`src/rtl/fir_pkg.sv`:
```
// Shared FIR constants: widths, the 8-tap half-band-style coefficient set,
// the controller state type and the polyphase coefficient lookup.
package fir_pkg;

    localparam int DW_IN  = 17;
    localparam int CW     = 6;
    localparam int L      = 2;
    localparam int P      = 4;
    localparam int N      = L * P;
    localparam int PW     = DW_IN + CW;
    localparam int DW_OUT = PW + $clog2(P);
    localparam int TAP_W  = $clog2(P);
    localparam int PH_W   = (L > 1) ? $clog2(L) : 1;
    localparam int IDX_W  = $clog2(N);

    typedef logic signed [CW-1:0] coef_t;
    typedef logic [N-1:0][CW-1:0] coef_arr_t;

    // Packed array: the leftmost element is h[N-1], the rightmost is h[0].
    localparam coef_arr_t H = {-6'sd1, 6'sd0, 6'sd9, 6'sd16,
                               6'sd16, 6'sd9, 6'sd0, -6'sd1};

    typedef enum logic {
        ST_IDLE = 1'b0,
        ST_RUN  = 1'b1
    } fir_state_e;

    // Phase ph of the polyphase split uses h[tap*L + ph].
    function automatic coef_t coef_at(input logic [TAP_W-1:0] tap,
                                      input logic [PH_W-1:0]  ph);
        logic [IDX_W-1:0] idx;
        idx = IDX_W'(tap) * IDX_W'(L) + IDX_W'(ph);
        return $signed(H[idx]);
    endfunction

endpackage

```
`src/rtl/fir_interp_mac_if.sv`:
```
// Sample stream into the interpolator and filtered stream out of it.
interface fir_interp_mac_if;
    import fir_pkg::*;

    // Input side: a sample transfers on an enabled edge with i_valid=1 and
    // o_ready=1; while o_ready=0 the source must hold i_data/i_valid.
    // Output side: o_valid is a one-enabled-cycle pulse with no back-pressure.
    logic                     i_valid;
    logic signed [DW_IN-1:0]  i_data;
    logic                     o_ready;
    logic                     o_valid;
    logic signed [DW_OUT-1:0] o_data;

    modport master (output i_valid, output i_data,
                    input  o_ready, input  o_valid, input o_data);
    modport slave  (input  i_valid, input  i_data,
                    output o_ready, output o_valid, output o_data);

endinterface

```
`src/rtl/fir_interp_ctrl.sv`:
```
// Sequencer for the shared MAC: walks P taps for each of the L phases after
// every accepted sample, then returns to IDLE to take the next one.
module fir_interp_ctrl
    import fir_pkg::*;
(
    input  logic             i_clk,
    input  logic             i_rst_an,
    input  logic             i_ena,
    input  logic             i_valid,
    output logic             o_ready,
    output logic [TAP_W-1:0] tap,
    output logic [PH_W-1:0]  ph,
    output logic             acc_clr,
    output logic             out_we,
    output fir_state_e       state
);

    localparam logic [TAP_W-1:0] TAP_LAST = TAP_W'(P - 1);
    localparam logic [TAP_W-1:0] TAP_PRE  = TAP_W'(P - 2);
    localparam logic [PH_W-1:0]  PH_LAST  = PH_W'(L - 1);

    always_ff @(posedge i_clk) begin
        if (!i_rst_an) begin
            state   <= ST_IDLE;
            o_ready <= 1'b1;
            tap     <= '0;
            ph      <= '0;
            out_we  <= 1'b0;
        end else if (i_ena) begin
            case (state)
                ST_IDLE: begin
                    if (i_valid) begin
                        state   <= ST_RUN;
                        o_ready <= 1'b0;
                        tap     <= '0;
                        ph      <= '0;
                    end
                end
                ST_RUN: begin
                    if (tap == TAP_LAST) begin
                        tap    <= '0;
                        out_we <= 1'b0;
                        if (ph == PH_LAST) begin
                            state   <= ST_IDLE;
                            o_ready <= 1'b1;
                        end else begin
                            ph <= ph + PH_W'(1);
                        end
                    end else begin
                        tap <= tap + TAP_W'(1);
                        // Flag the last tap one edge ahead so the write strobe is registered.
                        out_we <= (tap == TAP_PRE);
                    end
                end
            endcase
        end
    end

    // The accumulator restarts from zero while idle and after every output write.
    assign acc_clr = o_ready | out_we;

endmodule

```
`src/rtl/fir_interp_mac.sv`:
```
// Polyphase L=2 interpolating FIR with one shared multiplier-accumulator:
// each accepted sample yields two full-precision outputs, four MACs apiece.
module fir_interp_mac
    import fir_pkg::*;
(
    input  logic              i_clk,
    input  logic              i_rst_an,
    input  logic              i_ena,
    fir_interp_mac_if.slave   bus,
    output fir_state_e        o_dbg_state
);

    logic [TAP_W-1:0]         tap;
    logic [PH_W-1:0]          ph;
    logic                     acc_clr;
    logic                     out_we;
    logic                     load;
    logic signed [DW_IN-1:0]  dl [P];
    logic signed [DW_IN-1:0]  dl_sel;
    coef_t                    coef;
    logic signed [PW-1:0]     prod;
    logic signed [DW_OUT-1:0] acc;
    logic signed [DW_OUT-1:0] mac_sum;

    fir_interp_ctrl u_ctrl (
        .i_clk    (i_clk),
        .i_rst_an (i_rst_an),
        .i_ena    (i_ena),
        .i_valid  (bus.i_valid),
        .o_ready  (bus.o_ready),
        .tap      (tap),
        .ph       (ph),
        .acc_clr  (acc_clr),
        .out_we   (out_we),
        .state    (o_dbg_state)
    );

    assign load    = bus.o_ready & bus.i_valid;
    assign dl_sel  = dl[tap];
    assign coef    = coef_at(tap, ph);
    assign prod    = PW'(dl_sel) * PW'(coef);
    assign mac_sum = acc + DW_OUT'(prod);

    always_ff @(posedge i_clk) begin
        if (!i_rst_an) begin
            dl          <= '{default: '0};
            acc         <= '0;
            bus.o_data  <= '0;
            bus.o_valid <= 1'b0;
        end else if (i_ena) begin
            bus.o_valid <= out_we;
            acc         <= acc_clr ? '0 : mac_sum;
            // The final product goes straight into the output, not through acc.
            if (out_we) begin
                bus.o_data <= mac_sum;
            end
            if (load) begin
                dl[0] <= bus.i_data;
                for (int j = 1; j < P; j++) begin
                    dl[j] <= dl[j-1];
                end
            end
        end
    end

endmodule

```
`src/flat_wrapper.sv`:
```
// flat-port wrapper written by rule: the top's interface ports become plain ports
module fir_interp_mac_flat import fir_pkg::*;
  (i_clk, i_rst_an, i_ena, o_dbg_state, bus_i_valid, bus_i_data, bus_o_ready, bus_o_valid, bus_o_data);
  fir_interp_mac_if bus_i ();
  input  logic i_clk;
  input  logic i_rst_an;
  input  logic i_ena;
  output fir_state_e o_dbg_state;
  input wire logic [$bits(bus_i.i_valid)-1:0] bus_i_valid;
  input wire logic [$bits(bus_i.i_data)-1:0] bus_i_data;
  output wire logic [$bits(bus_i.o_ready)-1:0] bus_o_ready;
  output wire logic [$bits(bus_i.o_valid)-1:0] bus_o_valid;
  output wire logic [$bits(bus_i.o_data)-1:0] bus_o_data;
  assign bus_i.i_valid = bus_i_valid;
  assign bus_i.i_data = bus_i_data;
  assign bus_o_ready = bus_i.o_ready;
  assign bus_o_valid = bus_i.o_valid;
  assign bus_o_data = bus_i.o_data;
  fir_interp_mac u_core (.i_clk(i_clk), .i_rst_an(i_rst_an), .i_ena(i_ena), .bus(bus_i), .o_dbg_state(o_dbg_state));
endmodule
```
`config.mk`:
```
export PLATFORM = sky130hd
export DESIGN_NAME = fir_interp_mac_flat
export DESIGN_NICKNAME = d
export VERILOG_FILES = /design/src/rtl/fir_pkg.sv /design/src/rtl/fir_interp_mac_if.sv /design/src/rtl/fir_interp_ctrl.sv /design/src/rtl/fir_interp_mac.sv /design/src/flat_wrapper.sv
export SDC_FILE = /design/constraint.sdc
export NUM_CORES = 1
export LEC_CHECK = 0
export BUFFER_PORTS_ARGS = -buffer_cell sky130_fd_sc_hd__buf_4
export CORE_MARGIN = 2
export CORE_UTILIZATION = 48
export CTS_CLUSTER_DIAMETER = 100
export DETAILED_ROUTE_END_ITERATION = 10
export GPL_ROUTABILITY_DRIVEN = 0
export PLACE_DENSITY = 0.64
export SETUP_SLACK_MARGIN = 0.15
export SKIP_LAST_GASP = 1
export SLEW_MARGIN = 20
export SYNTH_ARGS = -nofsm -noshare
export SYNTH_HDL_FRONTEND = slang
export SYNTH_SLANG_ARGS = --single-unit
```
`constraint.sdc`:
```
create_clock -name i_clk -period 18.39 [get_ports i_clk]
set_input_delay 1.839 -clock i_clk [delete_from_list [all_inputs] [get_ports i_clk]]
set_output_delay 1.839 -clock i_clk [all_outputs]
set_load 0.05 [all_outputs]
```
Word-level counts from Yosys, hierarchy flattened
Memory sizes are Yosys's and may differ from the RTL's.
Index checks and enable logic that the tools add are counted.
{ "word_totals": {"output_inout_bits": 28, "mem_bits_ro": 48, "input_bits": 21, "mem_count": 1, "wordCells": 55, "register_bits": 125} }
{ "memory_table": {"columns": ["name", "depth", "width", "read_ports", "rd_clocked_by_memory_dff", "write_ports", "line_no", "source"], "rows": [
  ["(no name shown)", 8, 6, 1, 0, 0, "fir_pkg.sv:33", "return $signed(H[idx]);"]
]} }
{ "classes": {"eq_ne": 5, "reduce_logical": 6, "order_cmp": 2, "addsub": 4, "muxes": 20, "bitwise": 4, "multipliers": 1} }
{ "op_table": {"columns": ["operator", "count"], "rows": [
  ["$bmux W17 S2", 1],
  ["$mux W17", 2],
  ["$add A25 B23 Y25", 1],
  ["$mux W25", 1],
  ["$mul A17 B6 Y23", 1],
  ["$mux W1", 9],
  ["$reduce_and A2 Y1", 4],
  ["$mux W6", 1],
  ["$pmux W1 S2", 3],
  ["$eq A2 B2 Y1 const B", 2],
  ["$lt A3 B4 Y1 const B", 1],
  ["$mux W2", 2],
  ["$ne A2 B2 Y1 const B", 2],
  ["$pmux W2 S2", 1],
  ["$reduce_and A4 Y1", 1],
  ["$add A3 B1 Y3", 1],
  ["$ge A3 B3 Y1 const B", 1],
  ["$not A2 Y3", 1],
  ["$reduce_and A3 Y1", 1],
  ["$add A2 B1 Y2 const B", 1],
  ["$ne A2 B1 Y1 const B", 1],
  ["$add A1 B1 Y1 const B", 1],
  ["$and A1 B1 Y1", 1],
  ["$not A1 Y1", 1],
  ["$or A1 B1 Y1", 1]
]} }

Logic depth before layout (Yosys ltp)
Gate-level depths: netlist of run 1.
{ "logic_depth": {"ltp_word": 7, "mapped_depth": 24} }

Cells and area by module
From an unflattened synthesis of run 1, not the netlist that was laid out.
{ "hier_totals": {"cells_unflattened": 1076, "hier_area_um2": 9417.8} }
{ "by_module_without_submodules": {"columns": ["mod", "area_each_um2", "cells_per_inst", "seq_area_each_um2", "instances"], "rows": [
  ["fir_interp_mac", 9118.7, 1046, 2382.3, 1],
  ["fir_interp_ctrl", 299.0, 30, 120.1, 1]
]} }

Least setup slack after synthesis of run 1
Ideal clock, no wire load.
{ "synth_timing": {"kind": "register -> register", "from": "reg u_core.u_ctrl.tap[0]", "to": "reg u_core.acc[17]", "path_buffers": 3, "arrival_time_ps": 5704, "synth_period_minus_slack_ps": 5821, "path_slack_ps": 12569, "setup_time_ps": 117, "path_stages_with_launch": 21, "cell_sequence": "dfxtp_1 buf_2 buf_2 inv_1 ha_1 clkbuf_1 nand2b_1 fa_1 fa_1 inv_1 fa_1 inv_1 fa_1 inv_1 ha_1 a21o_1 a21oi_1 a21o_1 a31oi_1 or3_2 a32o_1"} }
{ "synth_between": {"elab_chain_len": 7, "elab_cells_between_ends": 10, "classes_between": "2 x add/sub; 1 x mul; 5 x mux; 1 x bitwise; 1 x memory"} }
{ "synth_rtl": {"columns": ["item", "line_no", "source"], "rows": [
  ["start, declared", "fir_interp_ctrl.sv:11", "output logic [TAP_W-1:0] tap,"],
  ["start signal, assigned", "fir_interp_ctrl.sv:50", "tap <= tap + TAP_W'(1);"],
  ["branches (longest 4 deep; another with $mem_v2 Z8 W6)", null, null],
  ["$mul A17 B6 Y23 (*)", "fir_interp_mac.sv:41", "assign prod = PW'(dl_sel) * PW'(coef);"],
  ["$add A25 B23 Y25 (*)", "fir_interp_mac.sv:42", "assign mac_sum = acc + DW_OUT'(prod);"],
  ["$mux W25 (*)", "fir_interp_mac.sv:52", "acc <= acc_clr ? '0 : mac_sum;"],
  ["end signal, assigned", "fir_interp_mac.sv:52", null],
  ["end, declared", "fir_interp_mac.sv:22", "logic signed [DW_OUT-1:0] acc;"]
]} }
Every way passes the cells marked *. The select of a mux whose other input is x is not followed.
A chain may end at the register's enable or synchronous reset.

Worst setup path in the final report of run 1
{ "layout_timing": {"from": "reg u_core.u_ctrl.ph", "to": "reg u_core.bus.o_data[19]"} }
{ "layout_between": {"elab_chain_len": 5} }
{ "layout_rtl": {"columns": ["item", "line_no", "source"], "rows": [
  ["start, declared", "fir_interp_ctrl.sv:12", "output logic [PH_W-1:0] ph,"],
  ["start signal, assigned", "fir_interp_ctrl.sv:47", "ph <= ph + PH_W'(1);"],
  ["$add A3 B1 Y3", "fir_pkg.sv:32", "idx = IDX_W'(tap) * IDX_W'(L) + IDX_W'(ph);"],
  ["$mem_v2 Z8 W6", null, null],
  ["$mux W6 (not written as such)", "fir_pkg.sv:33", null],
  ["$mul A17 B6 Y23", "fir_interp_mac.sv:41", null],
  ["$add A25 B23 Y25", "fir_interp_mac.sv:42", null],
  ["end signal, assigned", "fir_interp_mac.sv:55", "bus.o_data <= mac_sum;"],
  ["end, declared", "fir_interp_mac_if.sv:17", "output o_ready, output o_valid, output o_data);"]
]} }
Every way passes these cells. The select of a mux whose other input is x is not followed.

==> results of run 1 <==
## state kept, by name, indices dropped and copies added (netlist names)
register,count
u_core.acc,25
u_core.u_ctrl.ph,1
u_core.u_ctrl.o_ready,1
u_core.bus.o_data,25
u_core.bus.o_valid,1
u_core.dl,68
u_core.u_ctrl.out_we,1
u_core.u_ctrl.tap,2
u_core.u_ctrl.state,1
## how the worst max path moves through the flow
stage / cells past startpoint / to / startpoint / slack (ns)
floorplan: 20 / u_core.acc[17] / u_core.u_ctrl.tap[0] / 12.57
detailed placement: 20 / u_core.bus.o_data[19] / u_core.u_ctrl.ph / 12.02
global route: 20 / u_core.bus.o_data[19] / u_core.u_ctrl.ph / 11.54
finish: 20 / u_core.bus.o_data[19] / u_core.u_ctrl.ph / 11.99
global placement: 20 / u_core.bus.o_data[19] / u_core.u_ctrl.ph / 12.18
CTS: 20 / u_core.bus.o_data[19] / u_core.u_ctrl.ph / 12.01
## layout make-up
cell class	instances	area [um^2]
Inverter	163	613
Fill cell	1764	8450
Tap cell	234	293
Multi-Input combinational cell	740	5830
Timing Repair Buffer	54	405
Sequential cell	125	2500
Clock inverter	12	163
Clock buffer	20	447
## layout by cell type, fill, tap and decap left out, types with 4 or more instances in the layout
| master | netlist | final |
|---|---|---|
| a21boi_0 | 5 | 5 |
| a21o_1 | 10 | 10 |
| a21oi_1 | 116 | 116 |
| a22oi_1 | 11 | 11 |
| and2_1 | 9 | 9 |
| and3_1 | 5 | 4 |
| buf_4 | 0 | 54 |
| clkbuf_16 | 0 | 17 |
| clkinv_4 | 0 | 5 |
| dfxtp_1 | 125 | 125 |
| fa_1 | 89 | 89 |
| ha_1 | 62 | 62 |
| inv_1 | 160 | 160 |
| mux4_2 | 17 | 17 |
| nand2_1 | 220 | 220 |
| nand2b_1 | 4 | 4 |
| nand3_1 | 11 | 10 |
| nand4_1 | 4 | 4 |
| nor2_1 | 50 | 50 |
| nor2b_1 | 20 | 20 |
| nor3_1 | 4 | 4 |
| o211ai_1 | 5 | 5 |
| o21a_1 | 6 | 6 |
| o21ai_0 | 27 | 27 |
| o21ai_1 | 5 | 5 |
| or3_1 | 4 | 4 |
| xnor2_1 | 22 | 22 |
| xor2_1 | 5 | 5 |
## stage by stage
step	power, W	setup WS, ns	instances
3_3_place_gp	0.000879	12.18	1316
2_1_floorplan	0.000771	12.57	1076
4_1_cts	0.00123	12.01	1348
6_report	0.00123	11.99	1348
5_1_grt	0.00133	11.54	1348
3_5_place_dp	0.000883	12.02	1316
## report_power, final
group | switching, W | internal (W)
clock | 0.000129 | 0.000218
combinational | 0.000348 | 0.000247
sequential | 0.00000896 | 0.000280
## worst max-delay path: stages, from the launching register on
cell,delay (ns)
dfxtp_1,0.34
inv_1,0.14
ha_1,0.18
mux2_2,0.39
clkinv_1,0.52
or2_2,0.49
fa_1,0.51
fa_1,0.54
inv_1,0.05
fa_1,0.53
inv_1,0.05
fa_1,0.53
inv_1,0.04
ha_1,0.36
a21o_1,0.22
a21oi_1,0.33
a21oi_1,0.20
or2_2,0.35
o211ai_1,0.23
o21ai_0,0.10
and2_1,0.20
## layer usage
metal  vias to the layer above  global-route usage [%]
met1                      3242                    29.5
met5                         -                       0
met4                         0                    5.68
met3                        16                    3.70
met2                       131                    30.1
li1                       3500                       -
## cells by family after synthesis
family	count (synthesis)
simple gates	340
buf+inv	211
compound gates	203
fa+ha+maj	151
flops	125
xor+xnor	28
mux	18
==> results.ini, run 1 <==
[cells_and_area]
syn_to_final_growth_pct = 12.3
fin_nets = 1273
fin_area_um2 = 10300
final_core_util_pct = 54.8
antenna_cells = 0
drive_gt1_share_pct = 10.4

[yosys]
synth_commonest_cells = nand2_1, inv_1, dfxtp_1, a21oi_1, fa_1
synthSimpleGateAreaFrac_pct = 15.7
synth-edff-count = 0
synthAdderAreaFrac_pct = 28.0
ys_warn_count = 0
synth_cell_types = 52
synth_top_family_by_area = adder cells
synth_ff_type = dfxtp_1
synthArstFlopShare_pct = 0
syn_nets = 1248
seq_area_frac_synth_pct = 27.4
synth_compound_area_share_pct = 12.9
yosysMostFrequentCell = nand2_1
syn_area_um2 = 9130
ys_top_cells_by_area = dfxtp_1, fa_1, nand2_1, ha_1, inv_1
synth_top_area_share_pct = 27.4
avgSynthCellArea_um2 = 8.49
synth-seq-cells = 125
muxShareOfSynthArea_pct = 4.32
syn_inst = 1076
synth_xor_area_share_pct = 2.84
yosys.area.top_type = dfxtp_1

[critical_path]
r2r_setup_slack_ns = 11.99
cp-end-kind = flip-flop
reg2reg_to = u_core.bus.o_data[19]
required_ns = 18.71
rr_worst_depth = 20
critPathKind = flip-flop to flip-flop
cp-start-kind = flip-flop
rr_startpoint = u_core.u_ctrl.ph
cp.arrival_ns = 6.72
crit_fanout = 19

[power]
ir_worst_vdd_mv = 0.0738
power_density_nw_per_um2 = 120
power.leakage_nw = 4.58

[timing]
post-route-period-util_pct = 34.8
report.final.slew_viol_count = 0
tightest_slew_ns = 0.919
finalHoldViolCount = 0
rsz0062_at_grt = no
holdWs_ns = 0.452
fin_worst_skew_ns = 0.00709
clock.fmax_ghz = 0.156
min_period_ns = 6.40
finalSetupViolations = 0
max_slew_margin_pct = 38.6
tns_ns = 0

[routing]
drt_first_iter_violations = 418
firstDrtPassIters = 8
via_per_inst = 5.11
routed_wl_um = 19000
wl_met3_um = 702
top_layer_used = met4
drc = 0
wire_per_inst_um = 14.1
detail-route-antenna-nets = 0
met2WireLength_um = 8230
via_count = 6889
wl_met1_um = 9900

[min_path]
hold_path_class = flip-flop to flip-flop
hold_path_end = u_core.bus.o_data[5]
min_from = u_core.bus.o_data[5]
whs_path_depth = 2

[floorplanning]
dieArea_um2 = 20100
num_io_pins = 49
dieWidth_um = 142
start_util_pct = 48.8
die_h_um = 142
coreArea_um2 = 18700
rows = 50

[grt]
antenna_found_initial = 0
grt_pass1_vias = 6501
grt_max_degree = 79
grtUsageTotal_pct = 20.0
grt.overflow.total = 0
grt_pass1_wl_um = 32200

[clock_tree]
cts_hold_buf = 0
insertion_delay_ns = 0.43
cts_tree = built
cts_buffers = 17
cts.sinks = 125
clockRootBuffer = clkbuf_16
clockBufferDepth = 2
cts_resized = 0
cts_max_level = 4
post-cts-setup-buffers = 0
clkTransAtPathRegs_ns = 0.06

[placement]
dpl_cell_area_um2 = 9650
hpwl_um = 14200
portBuffers = 48

[status]
status = finished, final reports clean

[flow_run]
cap_violations = 0

(Power assumes the default switching activity.)
==> run 2: changes to the inputs <==
--- a/config.mk
+++ b/config.mk
@@ -11,7 +11,7 @@
 export CTS_CLUSTER_DIAMETER = 100
 export DETAILED_ROUTE_END_ITERATION = 10
 export GPL_ROUTABILITY_DRIVEN = 0
-export PLACE_DENSITY = 0.64
+export PLACE_DENSITY = 0.67
 export SETUP_SLACK_MARGIN = 0.15
 export SKIP_LAST_GASP = 1
 export SLEW_MARGIN = 20
==> constraint.sdc (replaced) <==
create_clock -name i_clk -period 5.5 [get_ports i_clk]
set_input_delay 0.55 -clock i_clk [delete_from_list [all_inputs] [get_ports i_clk]]
set_output_delay 0.55 -clock i_clk [all_outputs]
set_load 0.05 [all_outputs]
==> run 2 against run 1 <==
Net effect:
- setup slack lost 12 ns
- worst hold slack worse by 0.082 ns
- routed wire length rose by 5.5%
- flip-flop and latch count unchanged
- utilization up 2.8 points
- sequential share of layout area fell by 1.1 points
- combinational power grew to 3.9 times the previous value
- clock skew up 0.0018 ns
- sequential power rose to 3.3 times the previous value
- register-to-register slack got worse by 12 ns
- total power rose to 3.5 times the previous value
==> results.ini, run 2 (synthesis results as in run 1) <==
[status]
status = finished, final reports clean

[timing]
min_period_ns = 5.29  ; -1.10 ns
holdWs_ns = 0.371  ; -0.0816 ns
max_slew_margin_pct = 28.4  ; -10 points
clock.fmax_ghz = 0.189  ; +21%
tns_ns = 0  ; unchanged
finalSetupViolations = 0  ; unchanged
post-route-period-util_pct = 96.3  ; +61 points
fin_worst_skew_ns = 0.00890  ; +0.00181 ns
finalHoldViolCount = 0  ; unchanged
rsz0062_at_grt = yes
report.final.slew_viol_count = 0  ; unchanged
tightest_slew_ns = 1.07  ; +0.156 ns

[critical_path]
critPathKind = flip-flop to flip-flop
rr_startpoint = u_core.u_ctrl.ph
cp-endpoint = u_core.bus.o_data[18]
crit_start = u_core.u_ctrl.ph
cp_cell_sequence = inv_4 > ha_2 > nor3_4 > a21oi_4 > buf_4 > nand2_1 > inv_1 > fa_1 > fa_1 > fa_1 > inv_1 > fa_1 > inv_1 > ha_4 > a21oi_2 > o211ai_1 > a31o_2 > a21oi_2 > o21ai_1 > xnor2_1 > a21oi_1
cpMostUsedCell = fa_1
critPathBufInv = 5  ; unchanged
cp_slowest_cell = fa_1
required_ns = 5.77  ; -12.94 ns
cp-start-kind = flip-flop
max_stage_delay_ns = 0.55  ; about the same
rr_worst_depth = 21  ; +5.0%
path_depth = 21  ; +5.0%
crit_fanout = 6  ; -13
reg2reg_to = u_core.bus.o_data[18]
cp.arrival_ns = 5.57  ; -1.15 ns
r2r_setup_slack_ns = 0.21  ; -11.79 ns
cp-end-kind = flip-flop
critical-path-top-delay-family = adder cells

[clock_tree]
cts_buffers = 17  ; unchanged
clockBufferDepth = 2  ; unchanged
insertion_delay_ns = 0.42  ; about the same
cts_max_level = 4  ; unchanged
cts.sinks = 125  ; unchanged
clkTransAtPathRegs_ns = 0.06  ; about the same
cts_tree = built
clockRootBuffer = clkbuf_16
cts_hold_buf = 0  ; unchanged

[placement]
hpwl_um = 14300  ; +0.99%
portBuffers = 48  ; unchanged

[power]
ir_worst_vdd_mv = 0.251  ; +240%
p_sw_share_pct = 41.2  ; +1.7 points
power.leakage_nw = 4.76  ; +3.9%
power_density_nw_per_um2 = 404  ; +240%
seqPwrFrac_pct = 22.2  ; -1.3 points
pwr-share-comb_pct = 53.9  ; +5.5 points
power_frac_clock_pct = 23.9  ; -4.3 points
p_int_w = 0.00256  ; +240%
power_switching_w = 0.00179  ; +270%

[routing]
drc = 0  ; unchanged
via_count = 7136  ; +3.6%
detail-route-antenna-nets = 0  ; unchanged
wire_per_inst_um = 14.5  ; +2.8%
via_per_inst = 5.16  ; +0.89%
routed_wl_um = 20100  ; +5.5%
firstDrtPassIters = 5  ; -3
drt_first_iter_violations = 394  ; -5.7%

[min_path]
whs_path_depth = 3  ; +1
hold_path_class = input port to flip-flop

[cells_and_area]
top_regs = u_core.dl (68), u_core.acc (25), u_core.bus.o_data (25)
layout_commonest_cell = nand2_1
layout_common_cells = nand2_1, inv_1, dfxtp_1, a21oi_1, fa_1
antenna_cells = 0  ; unchanged
drive_gt1_share_pct = 17.4  ; +7.0 points
largest_reg_flops = 68  ; unchanged
fin_nets = 1309  ; +2.8%
largest-register = u_core.dl
syn_to_final_growth_pct = 17.9

[grt]
grt_pass1_wl_um = 33100  ; +2.6%
grt.overflow.total = 0  ; unchanged
antenna_found_initial = 0  ; unchanged
grt_pass1_vias = 6863  ; +5.6%
grtUsageTotal_pct = 20.4  ; +0.46 points
grt_max_degree = 100  ; +27%

[floorplanning]
dieWidth_um = 142  ; unchanged
num_io_pins = 49  ; unchanged
rows = 50  ; unchanged
coreArea_um2 = 18700  ; unchanged
start_util_pct = 48.8  ; unchanged
dieArea_um2 = 20100  ; unchanged
die_h_um = 142  ; unchanged

[flow_run]
cap_violations = 0  ; unchanged

==> run 2: cell types whose count changed in the layout (fill, tap and decap cells not counted), sizes merged <==
cell / delta
a21oi: +2
bufinv: -3
clkbuf: +1
clkinv: -2
inv: +1
clkinvlp: +3
buf: +34
==> run 2: worst min-delay path by stage <==
stage	start	to	slack [ns]
floorplan	u_core.acc[18]	u_core.acc[18]	0.43
global placement	u_core.dl[6]	u_core.dl[6]	0.44
detailed placement	u_core.bus.o_data[14]	u_core.bus.o_data[14]	0.45
CTS	bus_i_data[13]	u_core.dl[64]	0.36
global route	bus_i_data[15]	u_core.dl[66]	0.37
finish	bus_i_data[9]	u_core.dl[60]	0.37
==> run 2: routing by layer <==
| layer | wire length (um) | global-route usage [%] | vias up | share of wire (%) |
|---|---|---|---|---|
| met3 | 732 | 3.43 | 21 | 3.6 |
| met5 | 0 | 0 | - | 0 |
| met4 | 267 | 5.74 | 0 | 1.3 |
| met1 | 10100 | 29.7 | 3415 | 50 |
| met2 | 9010 | 31.7 | 131 | 45 |
| li1 | - | - | 3569 | - |
==> run 2: per-stage QoR <==
stage / util, % / instance area, um^2 / worst slack, ns / instances / total power (W)
after floorplan: - / 9180 / 0.155 / 1076 / 0.00259
after global placement: 52.3 / 9780 / 0.0463 / 1328 / 0.00300
after detailed placement: 52.3 / 9780 / -0.0620 / 1328 / 0.00303
after CTS: 55.3 / 10300 / 0.154 / 1361 / 0.00409
after global routing: 57.6 / 10800 / 0.0377 / 1384 / 0.00469
final: 57.6 / 10800 / 0.206 / 1384 / 0.00435
==> run 2: area by class of cell <==
cell class / instances / area (um^2)
Sequential cell: 125 / 2510
Fill cell: 1686 / 7940
Clock buffer: 21 / 460
Clock inverter: 11 / 86.3
Timing Repair Buffer: 88 / 699
Inverter: 163 / 617
Tap cell: 234 / 293
Multi-Input combinational cell: 742 / 6100
==> run 2: repair_timing <==
item                       CTS  global route
pin swaps                    1            18
setup endpoints to repair   23            26
hold endpoints to repair     0             0
gates resized for setup      6            60
gates cloned                 0             2
setup buffers                1            21
==> run 2: power groups by stage <==
| stage | Clock [W] | Combinational (W) | Sequential (W) |
|---|---|---|---|
| 2_1_floorplan | 0 | 0.00161 | 0.000974 |
| 3_5_place_dp | 0 | 0.00205 | 0.000984 |
| 6_report | 0.00104 | 0.00235 | 0.000965 |
| 4_1_cts | 0.00106 | 0.00207 | 0.000965 |
| 3_3_place_gp | 0 | 0.00202 | 0.000983 |
| 5_1_grt | 0.00109 | 0.00263 | 0.000968 |
==> run 2: worst reg2reg max path, cell delays in order, from the launching register on <==
cell and delay [ns]:
dfxtp_4 0.37, inv_4 0.08, ha_2 0.20, nor3_4 0.34
a21oi_4 0.10, buf_4 0.17, nand2_1 0.10, inv_1 0.07
fa_1 0.46, fa_1 0.52, fa_1 0.55, inv_1 0.06
fa_1 0.53, inv_1 0.06, ha_4 0.26, a21oi_2 0.17
o211ai_1 0.17, a31o_2 0.28, a21oi_2 0.20, o21ai_1 0.09
xnor2_1 0.27, a21oi_1 0.11
